**src/rtl/matmul_tile_sequencer_pkg.sv**
```systemverilog
`default_nettype none
// ============================================================================
// Module      : matmul_tile_sequencer_pkg
// Description : Shared types and helpers for the tiled matrix-multiply
//               sequencer: FSM state encoding, tile edge constant and the
//               last-step test used by the i/j/k loop counters.
// Revision    : 1.0 - initial release
// ============================================================================
package matmul_tile_sequencer_pkg;

  // Edge length of one square block in the shared data memory.
  localparam int unsigned TILE = 3;

  typedef enum logic [2:0] {
    ST_IDLE   = 3'd0,
    ST_LOAD_A = 3'd1,
    ST_LOAD_B = 3'd2,
    ST_MAC    = 3'd3,
    ST_WRITE  = 3'd4,
    ST_DONE   = 3'd5
  } state_t;

  // True when idx is the final tiled step along a dimension of size dim.
  // Evaluated at 32 bits so idx+TILE never wraps for indices near the top
  // of the address range.
  function automatic logic is_last_step(input logic [31:0] idx, input logic [31:0] dim);
    return (idx + TILE) >= dim;
  endfunction

endpackage
`default_nettype wire

```
**src/rtl/matmul_tile_sequencer_tile_addr_walker.sv**
```systemverilog
`default_nettype none
// ============================================================================
// Module      : matmul_tile_sequencer_tile_addr_walker
// Description : i/j/k tile counters with running A/B/C element pointers.
//               Every address is built by addition only, wrapping modulo
//               2^ADDR_WIDTH, and last-step flags are exported to the FSM.
// Revision    : 1.0 - initial release
// ============================================================================
module matmul_tile_sequencer_tile_addr_walker
  import matmul_tile_sequencer_pkg::*;
#(
  parameter int ADDR_WIDTH = 10
) (
  input  logic                  clk,
  input  logic                  reset,
  input  logic                  init,
  input  logic                  step_k,
  input  logic                  step_tile,
  input  logic [ADDR_WIDTH-1:0] n,
  input  logic [ADDR_WIDTH-1:0] m,
  input  logic [ADDR_WIDTH-1:0] p,
  input  logic [ADDR_WIDTH-1:0] a_base,
  input  logic [ADDR_WIDTH-1:0] b_base,
  input  logic [ADDR_WIDTH-1:0] c_base,
  output logic [ADDR_WIDTH-1:0] a_ptr,
  output logic [ADDR_WIDTH-1:0] b_ptr,
  output logic [ADDR_WIDTH-1:0] c_ptr,
  output logic [ADDR_WIDTH-1:0] m_dim,
  output logic [ADDR_WIDTH-1:0] p_dim,
  output logic                  k_first,
  output logic                  k_last,
  output logic                  j_last,
  output logic                  i_last
);

  localparam logic [ADDR_WIDTH-1:0] STEP = ADDR_WIDTH'(TILE);

  // Three rows of a matrix with row length d, without a multiplier.
  function automatic logic [ADDR_WIDTH-1:0] span3(input logic [ADDR_WIDTH-1:0] d);
    return (d << 1) + d;
  endfunction

  logic [ADDR_WIDTH-1:0] n_q, n_d, m_q, m_d, p_q, p_d;
  logic [ADDR_WIDTH-1:0] i_q, i_d, j_q, j_d, k_q, k_d;
  logic [ADDR_WIDTH-1:0] a_row_q, a_row_d, a_ptr_q, a_ptr_d;
  logic [ADDR_WIDTH-1:0] b_base_q, b_base_d, b_col_q, b_col_d, b_ptr_q, b_ptr_d;
  logic [ADDR_WIDTH-1:0] c_row_q, c_row_d, c_ptr_q, c_ptr_d;
  logic [ADDR_WIDTH-1:0] m3, p3;

  assign m3 = span3(m_q);
  assign p3 = span3(p_q);

  assign k_first = (k_q == '0);
  assign k_last  = is_last_step(32'(k_q), 32'(m_q));
  assign j_last  = is_last_step(32'(j_q), 32'(p_q));
  assign i_last  = is_last_step(32'(i_q), 32'(n_q));

  assign a_ptr = a_ptr_q;
  assign b_ptr = b_ptr_q;
  assign c_ptr = c_ptr_q;
  assign m_dim = m_q;
  assign p_dim = p_q;

  // Loop advance: k innermost, then j, then i; pointers follow their indices.
  always_comb begin
    n_d      = n_q;
    m_d      = m_q;
    p_d      = p_q;
    i_d      = i_q;
    j_d      = j_q;
    k_d      = k_q;
    a_row_d  = a_row_q;
    a_ptr_d  = a_ptr_q;
    b_base_d = b_base_q;
    b_col_d  = b_col_q;
    b_ptr_d  = b_ptr_q;
    c_row_d  = c_row_q;
    c_ptr_d  = c_ptr_q;
    if (init) begin
      n_d      = n;
      m_d      = m;
      p_d      = p;
      i_d      = '0;
      j_d      = '0;
      k_d      = '0;
      a_row_d  = a_base;
      a_ptr_d  = a_base;
      b_base_d = b_base;
      b_col_d  = b_base;
      b_ptr_d  = b_base;
      c_row_d  = c_base;
      c_ptr_d  = c_base;
    end else if (step_k) begin
      k_d     = k_q + STEP;
      a_ptr_d = a_ptr_q + STEP;
      b_ptr_d = b_ptr_q + p3;
    end else if (step_tile) begin
      k_d = '0;
      if (!j_last) begin
        // Next column tile on the same row band: A restarts at the row,
        // B restarts at the top of the next column band.
        j_d     = j_q + STEP;
        a_ptr_d = a_row_q;
        b_col_d = b_col_q + STEP;
        b_ptr_d = b_col_q + STEP;
        c_ptr_d = c_ptr_q + STEP;
      end else begin
        j_d     = '0;
        b_col_d = b_base_q;
        b_ptr_d = b_base_q;
        if (!i_last) begin
          i_d     = i_q + STEP;
          a_row_d = a_row_q + m3;
          a_ptr_d = a_row_q + m3;
          c_row_d = c_row_q + p3;
          c_ptr_d = c_row_q + p3;
        end
      end
    end
  end

  // Counter and pointer registers.
  always_ff @(posedge clk) begin
    if (reset) begin
      n_q      <= '0;
      m_q      <= '0;
      p_q      <= '0;
      i_q      <= '0;
      j_q      <= '0;
      k_q      <= '0;
      a_row_q  <= '0;
      a_ptr_q  <= '0;
      b_base_q <= '0;
      b_col_q  <= '0;
      b_ptr_q  <= '0;
      c_row_q  <= '0;
      c_ptr_q  <= '0;
    end else begin
      n_q      <= n_d;
      m_q      <= m_d;
      p_q      <= p_d;
      i_q      <= i_d;
      j_q      <= j_d;
      k_q      <= k_d;
      a_row_q  <= a_row_d;
      a_ptr_q  <= a_ptr_d;
      b_base_q <= b_base_d;
      b_col_q  <= b_col_d;
      b_ptr_q  <= b_ptr_d;
      c_row_q  <= c_row_d;
      c_ptr_q  <= c_ptr_d;
    end
  end

endmodule
`default_nettype wire

```
**src/rtl/matmul_tile_sequencer.sv**
```systemverilog
`default_nettype none
// ============================================================================
// Module      : matmul_tile_sequencer
// Description : Sequences a tiled C = A*B over 3x3 memory blocks. For each
//               output tile it fetches A and B tiles per reduction step,
//               strobes the accumulator, then writes the C tile back.
// Revision    : 1.0 - initial release
// ============================================================================
module matmul_tile_sequencer
  import matmul_tile_sequencer_pkg::*;
#(
  parameter int ADDR_WIDTH = 10
) (
  input  logic                  clk,
  input  logic                  reset,
  input  logic                  start,
  input  logic [ADDR_WIDTH-1:0] n,
  input  logic [ADDR_WIDTH-1:0] m,
  input  logic [ADDR_WIDTH-1:0] p,
  input  logic [ADDR_WIDTH-1:0] a_base,
  input  logic [ADDR_WIDTH-1:0] b_base,
  input  logic [ADDR_WIDTH-1:0] c_base,
  output logic [ADDR_WIDTH-1:0] tile_addr,
  output logic [ADDR_WIDTH-1:0] columns,
  output logic                  a_latch,
  output logic                  b_latch,
  output logic                  acc_clr,
  output logic                  acc_en,
  output logic                  dm_we,
  output logic                  busy,
  output logic                  done
);

  state_t state_q, state_d;

  logic                  walk_init, walk_step_k, walk_step_tile;
  logic [ADDR_WIDTH-1:0] a_ptr, b_ptr, c_ptr, m_dim, p_dim;
  logic                  k_first, k_last, j_last, i_last;

  matmul_tile_sequencer_tile_addr_walker #(
    .ADDR_WIDTH (ADDR_WIDTH)
  ) u_walker (
    .clk       (clk),
    .reset     (reset),
    .init      (walk_init),
    .step_k    (walk_step_k),
    .step_tile (walk_step_tile),
    .n         (n),
    .m         (m),
    .p         (p),
    .a_base    (a_base),
    .b_base    (b_base),
    .c_base    (c_base),
    .a_ptr     (a_ptr),
    .b_ptr     (b_ptr),
    .c_ptr     (c_ptr),
    .m_dim     (m_dim),
    .p_dim     (p_dim),
    .k_first   (k_first),
    .k_last    (k_last),
    .j_last    (j_last),
    .i_last    (i_last)
  );

  assign busy = (state_q != ST_IDLE);

  // Next state plus state-decoded outputs; every output is low in IDLE.
  always_comb begin
    state_d        = state_q;
    walk_init      = 1'b0;
    walk_step_k    = 1'b0;
    walk_step_tile = 1'b0;
    tile_addr      = '0;
    columns        = '0;
    a_latch        = 1'b0;
    b_latch        = 1'b0;
    acc_clr        = 1'b0;
    acc_en         = 1'b0;
    dm_we          = 1'b0;
    done           = 1'b0;
    case (state_q)
      ST_IDLE: begin
        if (start) begin
          walk_init = 1'b1;
          if ((n == '0) || (m == '0) || (p == '0)) begin
            state_d = ST_DONE;
          end else begin
            state_d = ST_LOAD_A;
          end
        end
      end
      ST_LOAD_A: begin
        tile_addr = a_ptr;
        columns   = m_dim;
        a_latch   = 1'b1;
        acc_clr   = k_first;
        state_d   = ST_LOAD_B;
      end
      ST_LOAD_B: begin
        tile_addr = b_ptr;
        columns   = p_dim;
        b_latch   = 1'b1;
        state_d   = ST_MAC;
      end
      ST_MAC: begin
        acc_en = 1'b1;
        if (!k_last) begin
          walk_step_k = 1'b1;
          state_d     = ST_LOAD_A;
        end else begin
          state_d = ST_WRITE;
        end
      end
      ST_WRITE: begin
        tile_addr      = c_ptr;
        columns        = p_dim;
        dm_we          = 1'b1;
        walk_step_tile = 1'b1;
        if (j_last && i_last) begin
          state_d = ST_DONE;
        end else begin
          state_d = ST_LOAD_A;
        end
      end
      ST_DONE: begin
        done    = 1'b1;
        state_d = ST_IDLE;
      end
      default: begin
        state_d = ST_IDLE;
      end
    endcase
  end

  // State register; reset aborts any job in progress.
  always_ff @(posedge clk) begin
    if (reset) begin
      state_q <= ST_IDLE;
    end else begin
      state_q <= state_d;
    end
  end

endmodule
`default_nettype wire
```
**config.mk**
```make
export PLATFORM = sky130hd
export DESIGN_NAME = matmul_tile_sequencer
export DESIGN_NICKNAME = d
export VERILOG_FILES = /design/src/rtl/matmul_tile_sequencer_pkg.sv /design/src/rtl/matmul_tile_sequencer_tile_addr_walker.sv /design/src/rtl/matmul_tile_sequencer.sv
export SDC_FILE = /design/constraint.sdc
export NUM_CORES = 1
export LEC_CHECK = 0
export CAP_MARGIN = 10
export CORE_MARGIN = 10
export CORE_UTILIZATION = 53
export CTS_BUF_LIST = sky130_fd_sc_hd__clkbuf_8
export DETAILED_ROUTE_END_ITERATION = 8
export DONT_BUFFER_PORTS = 1
export PLACE_DENSITY_LB_ADDON = 0.1
export SLEW_MARGIN = 10
export SYNTH_ARGS = -nofsm -noshare
export SYNTH_HDL_FRONTEND = slang
export SYNTH_SLANG_ARGS = --single-unit
```
**constraint.sdc**
```tcl
create_clock -name clk -period 6.7 [get_ports clk]
set_input_delay 1.005 -clock clk [delete_from_list [all_inputs] [get_ports clk]]
set_output_delay 1.005 -clock clk [all_outputs]
set_load 0.02 [all_outputs]
```
# ---- Word-level counts from Yosys, hierarchy flattened
# Index checks and enable logic that the tools add are counted.
dict set report word_totals {
  reg_bits 133
  inputBits 63
  word_cells 108
}
dict set report classes {
  add_sub_neg 14
  order_cmp 3
  n_eq_ne 10
  mux 44
  n_bitwise 2
  n_reduce_logical 21
}
# cell n
set op_table {}
lappend op_table {{10-bit two-way mux} 27}
lappend op_table {{32-bit by 10-bit >= comparator with 1-bit output} 3}
lappend op_table {{10-bit by 2-bit adder with 10-bit output, second input constant} 6}
lappend op_table {{10-bit adder} 5}
lappend op_table {{10-bit logical NOT} 4}
lappend op_table {{10-bit by 2-bit adder with 11-bit output, second input constant} 3}
lappend op_table {{10-bit one-hot mux with 3 select lines} 1}
lappend op_table {{10-bit one-hot mux with 2 select lines} 1}
lappend op_table {{3-bit one-hot mux with 5 select lines} 1}
lappend op_table {{3-bit two-way mux} 4}
lappend op_table {{1-bit two-way mux} 10}
lappend op_table {{4-bit AND reduction} 2}
lappend op_table {{3-bit by 2-bit == test with 1-bit output, second input constant} 2}
lappend op_table {{3-bit == test, second input constant} 2}
lappend op_table {{2-bit AND reduction} 3}
lappend op_table {{2-bit nonzero test} 3}
lappend op_table {{3-bit nonzero test} 2}
lappend op_table {{2-bit by 1-bit inequality test with 1-bit output, second input constant} 2}
lappend op_table {{4-bit by 2-bit inequality test with 1-bit output, second input constant} 1}
lappend op_table {{2-bit OR reduction} 2}
lappend op_table {{3-bit by 1-bit == test with 1-bit output, second input constant} 1}
lappend op_table {{3-bit logical NOT} 1}
lappend op_table {{3-bit by 2-bit inequality test with 1-bit output, second input constant} 1}
lappend op_table {{3-bit AND reduction} 1}
lappend op_table {{4 further kinds} 6}

# ---- Longest topological paths before layout
# Gate-level depths: netlist of run 1.
dict set report logic_depth {
  ltp_word 7
  mapped_depth 16
}

# ---- Modules after synthesis
# From an unflattened synthesis of run 1, not the netlist that was laid out.
dict set report unflattened {
  hier_cells 1173
  area_unflattened_um2 9634.2
}
# module n_inst cells_each area_each_um2
set by_module_without_submodules {}
lappend by_module_without_submodules {matmul_tile_sequencer_tile_addr_walker 1 1080 9018.6}
lappend by_module_without_submodules {matmul_tile_sequencer 1 93 615.6}

# ---- Least setup slack after synthesis of run 1
# Ideal clock, no wire load.
dict set report synth_path {
  path_kind {register to register}
  from {reg u_walker.j_q[0]}
  to {reg u_walker.c_ptr_q[1] (netlist: u_walker.c_ptr[1])}
  arrival_ns 3.086
  t_required_ns 6.584
  slack_ns 3.498
  stages_incl_launch_ff 15
  n_path_buf 1
  period_less_slack_ns 3.202
  cell_sequence {dfxtp_1 -> inv_1 -> ha_1 -> and3b_1 -> buf_6 -> and3_1 -> xor2_1 -> ha_1 -> and4_1 -> nand3_1 -> o31ai_4 -> nor2_8 -> a211oi_4 -> a2111oi_0 -> a31o_2}
}
dict set report synth_between {
  elab_chain_len 6
  word_cells_on_any_way 8
  classes_between {add/sub (1); order compare (1); eq/ne (1); mux (4); reduce/logical (1)}
}
# item line
set synth_lines {}
lappend synth_lines {{start, declared} matmul_tile_sequencer_tile_addr_walker.sv:44} ;# logic [ADDR_WIDTH-1:0] i_q, i_d, j_q, j_d, k_q, k_d;
lappend synth_lines {{start signal, assigned} matmul_tile_sequencer_tile_addr_walker.sv:143} ;# j_q <= j_d;
lappend synth_lines {{10-bit by 2-bit adder with 11-bit output (*)} matmul_tile_sequencer_pkg.sv:27} ;# return (idx + TILE) >= dim;
lappend synth_lines {{32-bit by 10-bit >= comparator with 1-bit output (*)} matmul_tile_sequencer_pkg.sv:27}
lappend synth_lines {{10-bit two-way mux} matmul_tile_sequencer_tile_addr_walker.sv:99} ;# if (!j_last) begin
lappend synth_lines {{10-bit two-way mux} matmul_tile_sequencer_tile_addr_walker.sv:97} ;# end else if (step_tile) begin
lappend synth_lines {{10-bit two-way mux} matmul_tile_sequencer_tile_addr_walker.sv:93} ;# end else if (step_k) begin
lappend synth_lines {{10-bit two-way mux} matmul_tile_sequencer_tile_addr_walker.sv:79} ;# if (init) begin
lappend synth_lines {{end signal, assigned} matmul_tile_sequencer_tile_addr_walker.sv:151} ;# c_ptr_q <= c_ptr_d;
lappend synth_lines {{end, declared} matmul_tile_sequencer_tile_addr_walker.sv:47} ;# logic [ADDR_WIDTH-1:0] c_row_q, c_row_d, c_ptr_q, c_ptr_d;
# Mark *: on every way between the ends. The rest lies on a longest branch, timed or not. The select of a mux whose other input is x is not followed.
# A chain may end at the register's enable or synchronous reset.

# ---- Worst setup path in the final report of run 1
dict set report layout_path {
  from {reg u_walker.j_q[0]}
  to {reg u_walker.i_q[9]}
}
dict set report layout_between {
  elab_chain_len 3
}
# item line
set layout_lines {}
lappend layout_lines {{10-bit by 2-bit adder with 11-bit output} matmul_tile_sequencer_pkg.sv:27}
lappend layout_lines {{32-bit by 10-bit >= comparator with 1-bit output} matmul_tile_sequencer_pkg.sv:27}
lappend layout_lines {{4-bit AND reduction (no line)} n/a}
lappend layout_lines {{end signal, assigned} matmul_tile_sequencer_tile_addr_walker.sv:142} ;# i_q <= i_d;
lappend layout_lines {{end, declared} matmul_tile_sequencer_tile_addr_walker.sv:44}
# Every way passes these cells.

==> results of run 1 <==
==> layer usage <==
| layer | part of all wire [%] | track usage (%) | vias up |
|---|---|---|---|
| li1 | - | - | 4213 |
| met4 | 2.0 | 7.02 | 0 |
| met2 | 44 | 34.3 | 248 |
| met3 | 7.3 | 5.91 | 32 |
| met5 | 0 | 0 | - |
| met1 | 47 | 30.9 | 4002 |
==> logic make-up (layout without fill, tap and decap cells) <==
group                    count (synthesis)  in the layout  synth area share, %
AND/OR/NAND/NOR                        386            386                 18.8
flip-flops                             133            133                 27.9
adder cells (fa/ha/maj)                 84             84                 11.9
XOR/XNOR                                89             89                 8.45
AO/OA/AOI/OAI                          359            359                 25.0
multiplexers                            21             21                 2.25
other                                    0              1                    0
buffers and inverters                  129             99                 5.71
==> state kept, by name (all words and copies together), names as in the netlist <==
signal             cells
u_walker.a_ptr        10
u_walker.a_row_q      10
u_walker.b_base_q     10
u_walker.b_col_q      10
u_walker.b_ptr        10
u_walker.c_ptr        10
u_walker.c_row_q      10
u_walker.i_q          10
u_walker.j_q          10
u_walker.k_q          10
u_walker.m_dim        10
u_walker.n_q          10
u_walker.p_dim        10
state_q                3
==> through the flow <==
stage | std cells | instance area [um^2] | worst slack (ns) | hold slack [ns]
after detailed placement | 1368 | 9590 | 2.39 | 0.441
final | 1401 | 9970 | 2.34 | 0.454
after floorplan | 1201 | 9550 | 3.50 | 0.433
after global placement | 1368 | 9590 | 2.45 | 0.438
after global routing | 1401 | 9970 | 2.03 | 0.469
after CTS | 1400 | 9970 | 2.35 | 0.453
==> path summary, 6_finish.rpt <==
kind | startpoint | endpoint | cells after the start
min reg2reg | u_walker.n_q[4]$_SDFFE_PP0P_ | u_walker.n_q[4]$_SDFFE_PP0P_ | 2
max reg2reg | u_walker.j_q[0]$_SDFFE_PP0P_ | u_walker.i_q[9]$_SDFFE_PP0P_ | 13
max | u_walker.j_q[0]$_SDFFE_PP0P_ | u_walker.i_q[9]$_SDFFE_PP0P_ | 13
min | u_walker.n_q[4]$_SDFFE_PP0P_ | u_walker.n_q[4]$_SDFFE_PP0P_ | 2
==> report_power, final <==
group	switching, mW	leakage, nW	internal (mW)	total, mW
registers	0.109	1.09	0.868	0.977
logic	0.508	2.64	0.309	0.818
clock network	0.340	0.186	0.336	0.675
total	0.957	3.91	1.51	2.47
==> cells in the mapped netlist (7+ instances only) <==
library cell,count
xor2_1,34
nor3_1,19
a21oi_1,115
nor2_1,89
nand3_1,31
a22oi_1,11
o21ai_1,7
a311oi_1,7
a22o_1,11
mux2i_1,17
buf_2,16
o21ai_0,73
dfxtp_1,133
and3_1,8
o21a_1,8
or3_1,12
nor4_1,9
ha_1,72
nand3b_1,8
a21boi_0,7
o211ai_1,15
fa_1,12
xnor2_1,53
a31oi_1,21
a211oi_1,21
inv_1,59
nand2_1,160
clkbuf_1,46
==> worst min-delay path: cells and delay by family (launching register included) <==
kind               cells  cell delay, ns
AOI/OAI and AO/OA      1            0.05
and+or+nand+nor        1            0.05
DFF                    1            0.32
==> area by class of cell <==
class / instances / share of cell area [%]
flip-flops and latches: 133 / 26.7
inverters: 59 / 2.22
clock buffers: 18 / 2.48
multi-input cells: 939 / 63.7
clock inverters: 14 / 1.37
diodes: 1 / 0.0251
well taps: 229 / 2.87
repair buffers: 8 / 0.602
==> results.cfg, run 1 <==
[status]
status = complete, no violations

[sta]
slew_headroom_pct = 23.8
hold_viol = 0
post-route-period-util_pct = 65.1
timing.fmax_mhz = 229
slew_violations = 0
max_slew.worst_pin.slew_ns = 1.13
setup_viol = 0
final.setup.tns_ns = 0
clock_skew_ns = 0.0159
fin_crit_ns = 4.36
rsz0062_at_grt = false

[power_and_ir_drop]
power_mw = 2.47
leakage_nw = 3.91
peakVddDrop_mv = 0.144
powerDensity_nw_per_um2 = 248

[floorplanning]
core_um2 = 17800
die_w_um = 154
initial_core_util_pct = 53.5
num_rows = 49
ios = 90
dieArea_um2 = 23800
die_h_um = 154

[synth]
ys.flop_type = dfxtp_1
async_flop_share_pct = 0
syn_area_per_cell_um2 = 7.95
yosysWarnings = 0
syn_area_um2 = 9550
synth_cell_types = 77
ys_seq_area_share_pct = 27.9
synth_top_area_share_pct = 27.9
synth_edf_count = 0
ys_ff_latch = 133
synth_fp_nets = 1348
synth_top_cell_by_area = dfxtp_1
ys_top_cells_by_area = dfxtp_1 (28%), ha_1 (9.4%), nand2_1 (6.3%)
synth_cells = 1201

[cts]
cts_buffer_depth = 2
insertion_delay_ns = 0.46
cts_buffers = 17
clock_sinks = 133
cts_hold_buffers = 0
root_buffer = clkbuf_8
htree_levels = 4
post_cts_buffers = 0
clk_pin_slew_ns = 0.08
cts_tree = built
cts_resized = 0

[grt]
grt_max_degree = 94
antenna_found_initial = 1
overflow = 0
grtUsageTotal_pct = 22.7
grt_pass1_vias = 8045
grt_pass1_wl_mm = 43.8

[setup_path]
critPathLaunchType = register
crit_arrival_ns = 4.75
rrSetupSlack_ns = 2.34
required_ns = 7.09
cpMostUsedCell = ha_1
worstSetupPathType = reg2reg
crit_path_end_kind = register
critical_path_buf_inv_count = 1
path_cells = inv_1 > ha_1 > and3b_1 > and3_1 > xor2_1 > ha_1 > and4_1 > nand3_1 > o31a_4 > nand2_4 > nand2_2 > or4_1 > a21oi_1
cp_slowest_stage_delay_ns = 0.57
crit_slowest_cell = nand2_2
crit_fanout = 51
crit_family = simple AND/OR/NAND/NOR gates

[layout]
nFillCells = 1683
area.growth.synth_to_final_pct = 4.43
final_layout_size_suffix_gt1_share_pct = 6.58
final_nets = 1305
final_common_cell = nand2_1
final_util_pct = 55.9
multiInputGateArea_um2 = 6360
layout_common_cells = nand2_1 (159), dfxtp_1 (133), a21oi_1 (115)
regArea_um2 = 2660

[route]
drtIter0Drc = 586
vias = 8495
wl_mm = 27.5
route.detailed.drc = 0
dr.pass1.iters = 5
via_per_inst = 6.06
wl_per_cell_um = 19.7
ant_nets = 0

[place]
port_buffers = 0
dp_hpwl_mm = 20.0
gp_congestion = 0.877

[flow_run]
max_cap_viol_count = 0

[worst_hold_path]
hold_class = reg2reg
(Power assumes the default switching activity.)
==> run 2, diff against run 1 <==
Clock period 6.7 ns to 3.6 ns, I/O delays scaled along.
==> run 2 against run 1 <==
- via count increased by 3.1%
- largest power group unchanged
- critical path type unchanged
- clock power grew 110%
- core utilization is 2.7 points higher
==> results.cfg, run 2 (synthesis gave the netlist of run 1 again) <==
[cts]
clock_sinks = 133
clk_pin_slew_ns = 0.08
insertion_delay_ns = 0.47
cts_tree = built
cts_buffer_depth = 2
root_buffer = clkbuf_8
htree_levels = 4
cts_buffers = 17
cts_hold_buffers = 0

[layout]
final_nets = 1353
area.growth.synth_to_final_pct = 9.42
layout_common_cells = nand2_1 (159), dfxtp_1 (131), a21oi_1 (114)
fin_cells = 1449
final_layout_size_suffix_gt1_share_pct = 10.6
final_common_cell = nand2_1
final_util_pct = 58.6

[power_and_ir_drop]
leakage_nw = 4.23
switching_share_pct = 36.6
powerDensity_nw_per_um2 = 470
internal_power_mw = 3.12
seq_power_share_pct = 36.8
comb_power_share_pct = 34.3
p_sw_mw = 1.80
power_mw = 4.91
peakVddDrop_mv = 0.298
pwr-share-clk_pct = 29.0

[floorplanning]
ios = 90
die_w_um = 154
die_h_um = 154
core_um2 = 17800
num_rows = 49
dieArea_um2 = 23800
initial_core_util_pct = 53.5

[place]
dp_hpwl_mm = 21.2
port_buffers = 0
pre_cts_ws_ns = 0.0906
placedCellCount = 1409
gp_congestion = 0.959

[sta]
rsz0062_at_grt = true
slew_violations = 0
setup_viol = 0
slew_headroom_pct = 40.2
post-route-period-util_pct = 94.0
max_slew.worst_pin.slew_ns = 0.893
fin_crit_ns = 3.38
worst_slack_ns = 0.217
clock_skew_ns = 0.0120
timing.fmax_mhz = 296
final.setup.tns_ns = 0
hold_viol = 0

[flow_run]
max_cap_viol_count = 0

[route]
vias = 8756
route.detailed.drc = 0
dr.pass1.iters = 5
wl_mm = 28.4
ant_nets = 0
drtIter0Drc = 634
via_per_inst = 6.04
wl_per_cell_um = 19.6

[grt]
antenna_found_initial = 1
grt_max_degree = 94
grtUsageTotal_pct = 23.3
grt_pass1_vias = 8342
grt_pass1_wl_mm = 45.0
overflow = 0

[setup_path]
cpMostUsedCell = ha_1
crit_family = compound AO/OA/AOI/OAI gates
cp_slowest_stage_delay_ns = 0.41
required_ns = 3.97
worstSetupPathType = reg2reg
crit_arrival_ns = 3.75
crit_fanout = 5
path_cells = ha_1 > inv_1 > fa_1 > nor2b_1 > o21a_1 > nor2_1 > xnor2_2 > ha_1 > or3_1 > o221ai_1 > o21ai_0 > xnor2_1 > a21oi_1 > o32ai_1
critical_path_buf_inv_count = 1
critPathLaunchType = register
crit_path_end_kind = register
crit_slowest_cell = dfxtp_2

[status]
status = complete, no violations

[worst_hold_path]
hold_class = in2reg
-- run 2: cell types whose count changed in the layout (fill, tap and decap cells not counted), moves of 2 or more --
| cell | delta |
|---|---|
| bufinv_16 | +2 |
| clkinvlp_4 | -4 |
| buf_4 | +47 |
| inv_1 | +2 |
| clkinv_2 | -2 |
| dfxtp_1 | -2 |
| clkbuf_8 | +3 |
| dfxtp_2 | +2 |
-- run 2: area by class of cell --
cell class              instances  area [um^2]
clock inverters                11          155
fillers                      1671         7390
repair buffers                 56          433
multi-input cells             939         6400
diodes                          1         2.50
well taps                     229          287
inverters                      59          221
clock buffers                  21          289
flip-flops and latches        133         2670
-- run 2: final timing paths --
path                                    end  slack [ns]                            from  cells after the start
max          u_walker.c_ptr[9]$_SDFFE_PP0P_        0.22  u_walker.p_dim[1]$_SDFFE_PP0P_                     14
min reg2reg    u_walker.n_q[5]$_SDFFE_PP0P_        0.45    u_walker.n_q[5]$_SDFFE_PP0P_                      2
max reg2reg  u_walker.c_ptr[9]$_SDFFE_PP0P_        0.22  u_walker.p_dim[1]$_SDFFE_PP0P_                     14
min            u_walker.n_q[6]$_SDFFE_PP0P_        0.14                           reset                      1
-- run 2: repair_timing --
item | CTS | global route
resized for setup | 0 | 10
setup endpoints to repair | 0 | 59
buffers inserted | 0 | 7
-- run 2: routing by layer --
| metal | wire, um | track usage, % | up-vias |
|---|---|---|---|
| met5 | 0 | 0 | - |
| met4 | 513 | 6.48 | 0 |
| met3 | 1930 | 5.30 | 32 |
| met2 | 12900 | 36.3 | 255 |
| met1 | 13100 | 31.4 | 4158 |
| li1 | - | - | 4311 |
-- run 2: per-stage QoR --
stage	hold slack [ns]	area [um^2]
after floorplan	0.433	9550
final	0.139	10500
after global placement	0.437	9910
after global routing	0.112	10500
after detailed placement	0.441	9910
after CTS	0.115	10400
-- run 2: power groups by stage --
stage / Combinational, mW / Clock [mW] / Sequential [mW]
floorplan: 1.25 / 0 / 1.76
global placement: 1.60 / 0 / 1.83
detailed placement: 1.62 / 0 / 1.83
CTS: 1.63 / 1.45 / 1.80
global route: 1.86 / 1.51 / 1.82
finish: 1.68 / 1.42 / 1.81
==> run 3, diff against run 2 <==
Settings changed: PLACE_DENSITY_LB_ADDON 0.1 to 0.3.
==> run 3 against run 2 <==
- cell count fell by 1.6%
- sequential power is essentially flat
- critical path type unchanged
- die area unchanged
- fmax fell by 0.63%
- core utilization shrank 1.0 points
- sequential share of layout area grew 0.45 points
- clock skew grew 0.0038 ns
- sequential cell count unchanged
- critical endpoint is now u_walker.a_ptr[4]$_SDFFE_PP0P_
- register-to-register slack got worse by 0.02 ns
- largest power group unchanged
==> results.cfg, run 3 (synthesis gave the netlist of run 1 again) <==
[place]
gp_congestion = 0.882
dp_hpwl_mm = 20.5
port_buffers = 0
dpl_cell_area_um2 = 9820

[layout]
final_nets = 1330
area.growth.synth_to_final_pct = 7.48
final_common_cell = nand2_1
layout_common_cells = nand2_1 (159), dfxtp_1 (132), a21oi_1 (115)
regArea_um2 = 2660
postLayoutCellArea_um2 = 10300
nFillCells = 1682
final_layout_size_suffix_gt1_share_pct = 8.78
multiInputGateArea_um2 = 6410

[grt]
overflow = 0
use_met3_pct = 5.44
antenna_found_initial = 0
grtUsageMet1_pct = 29.1
grt_pass1_wl_mm = 43.7
grtUsageMet2_pct = 35.6
grt_pass1_vias = 8118
grtUsageTotal_pct = 22.4
grt.busiest_layer = met2
grt_max_degree = 94

[sta]
hold_viol = 0
clock_skew_ns = 0.0158
setup_viol = 0
max_slew.worst_pin.slew_ns = 0.894
post-route-period-util_pct = 94.6
hold_slack_ns = 0.126
timing.fmax_mhz = 294
final.setup.tns_ns = 0
slew_headroom_pct = 39.8
rsz0062_at_grt = false
slew_violations = 0
fin_crit_ns = 3.40

[route]
vias = 8748
dr.pass1.iters = 5
wl_mm = 27.6
wl_per_cell_um = 19.4
ant_nets = 0
via_per_inst = 6.13
drtIter0Drc = 783
route.detailed.drc = 0

[worst_hold_path]
holdPathStages = 1
hold_path_end = u_walker.c_row_q[4]$_SDFFE_PP0P_
min_from = reset
hold_class = in2reg

[floorplanning]
ios = 90
num_rows = 49
initial_core_util_pct = 53.5
dieArea_um2 = 23800
die_w_um = 154
die_h_um = 154
core_um2 = 17800

[power_and_ir_drop]
power_mw = 4.71
leakage_nw = 4.09
powerDensity_nw_per_um2 = 459
peakVddDrop_mv = 0.304

[setup_path]
rrSetupSlack_ns = 0.20
required_ns = 3.92
crit_slowest_cell = o31a_4
crit_path_end_kind = register
critPathLaunchType = register
worstReg2RegEnd = u_walker.a_ptr[4]$_SDFFE_PP0P_
crit_fanout = 18
r2r_start = u_walker.j_q[0]$_SDFFE_PP0P_
cpMostUsedCell = ha_1
crit_cells = 14
cp_slowest_stage_delay_ns = 0.43
path_cells = inv_1 > ha_1 > and3b_1 > and3_4 > xor2_1 > ha_1 > and4_1 > nand3_1 > o31a_4 > nand2_8 > buf_12 > mux2_2 > o21ai_1 > a311oi_1
crit_arrival_ns = 3.73
crit_family = simple AND/OR/NAND/NOR gates
worstSetupPathType = reg2reg
rr_worst_depth = 14
critical_path_buf_inv_count = 2

[cts]
insertion_delay_ns = 0.47
cts_resized = 0
cts_buffer_depth = 2
cts_hold_buffers = 0
cts_buffers = 17
root_buffer = clkbuf_8
cts_tree = built
clk_pin_slew_ns = 0.08
htree_levels = 4
post_cts_buffers = 0
clock_sinks = 133

[flow_run]
max_cap_viol_count = 0

[status]
status = complete, no violations
run 3: changes by cell type in the layout (fill, tap and decap cells not counted), moves of 2 or more:
cell       previous run  this run
buf_12                1         4
bufinv_16             4         2
buf_4                55        28
clkbuf_8             21        19
o21ai_2               2         0
clkinv_4              0         3
run 3: power breakdown:
part / switching (mW) / internal [mW]
logic: 0.969 / 0.637
registers: 0.198 / 1.62
clock network: 0.643 / 0.647
total: 1.81 / 2.90
run 3: layer usage:
metal	vias up	wire length, um
met5	-	0
met4	0	655
met3	44	2190
met2	306	12900
met1	4127	11900
li1	4271	-
run 3: worst max path at each step:
| stage | end | slack [ns] | start |
|---|---|---|---|
| floorplan | u_walker.c_ptr[1]$_SDFFE_PP0P_ | 0.40 | u_walker.j_q[0]$_SDFFE_PP0P_ |
| global placement | u_walker.a_ptr[8]$_SDFFE_PP0P_ | 0.24 | u_walker.j_q[0]$_SDFFE_PP0P_ |
| detailed placement | u_walker.a_row_q[3]$_SDFFE_PP0P_ | 0.14 | u_walker.j_q[0]$_SDFFE_PP0P_ |
| CTS | u_walker.a_row_q[3]$_SDFFE_PP0P_ | 0.06 | u_walker.j_q[0]$_SDFFE_PP0P_ |
| global route | u_walker.a_ptr[4]$_SDFFE_PP0P_ | 0.03 | u_walker.j_q[0]$_SDFFE_PP0P_ |
| finish | u_walker.a_ptr[4]$_SDFFE_PP0P_ | 0.20 | u_walker.j_q[0]$_SDFFE_PP0P_ |
run 3: area by class of cell:
type / count / share of cell area, %
Clock inverter: 13 / 1.29
Multi-Input combinational cell: 940 / 62.4
Inverter: 59 / 2.16
Timing Repair Buffer: 32 / 2.83
Clock buffer: 19 / 2.55
Tap cell: 229 / 2.79
Antenna cell: 1 / 0.0244
Sequential cell: 133 / 25.9
run 3: worst reg2reg max path: cells and delay by family, from the launching register on:
kind            cells  cell delay [ns]
xor+xnor            1             0.07
flops               1             0.37
buf+inv             2             0.27
mux                 1             0.34
compound gates      3             0.67
simple gates        5             1.00
fa+ha+maj           2             0.53
run 3: through the flow:
step | util (%) | instances | worst slack (ns)
floorplan | - | 1201 | 0.398
global placement | 55.0 | 1392 | 0.244
detailed placement | 55.0 | 1392 | 0.140
CTS | 57.2 | 1424 | 0.0611
global route | 57.5 | 1425 | 0.0275
finish | 57.5 | 1426 | 0.196
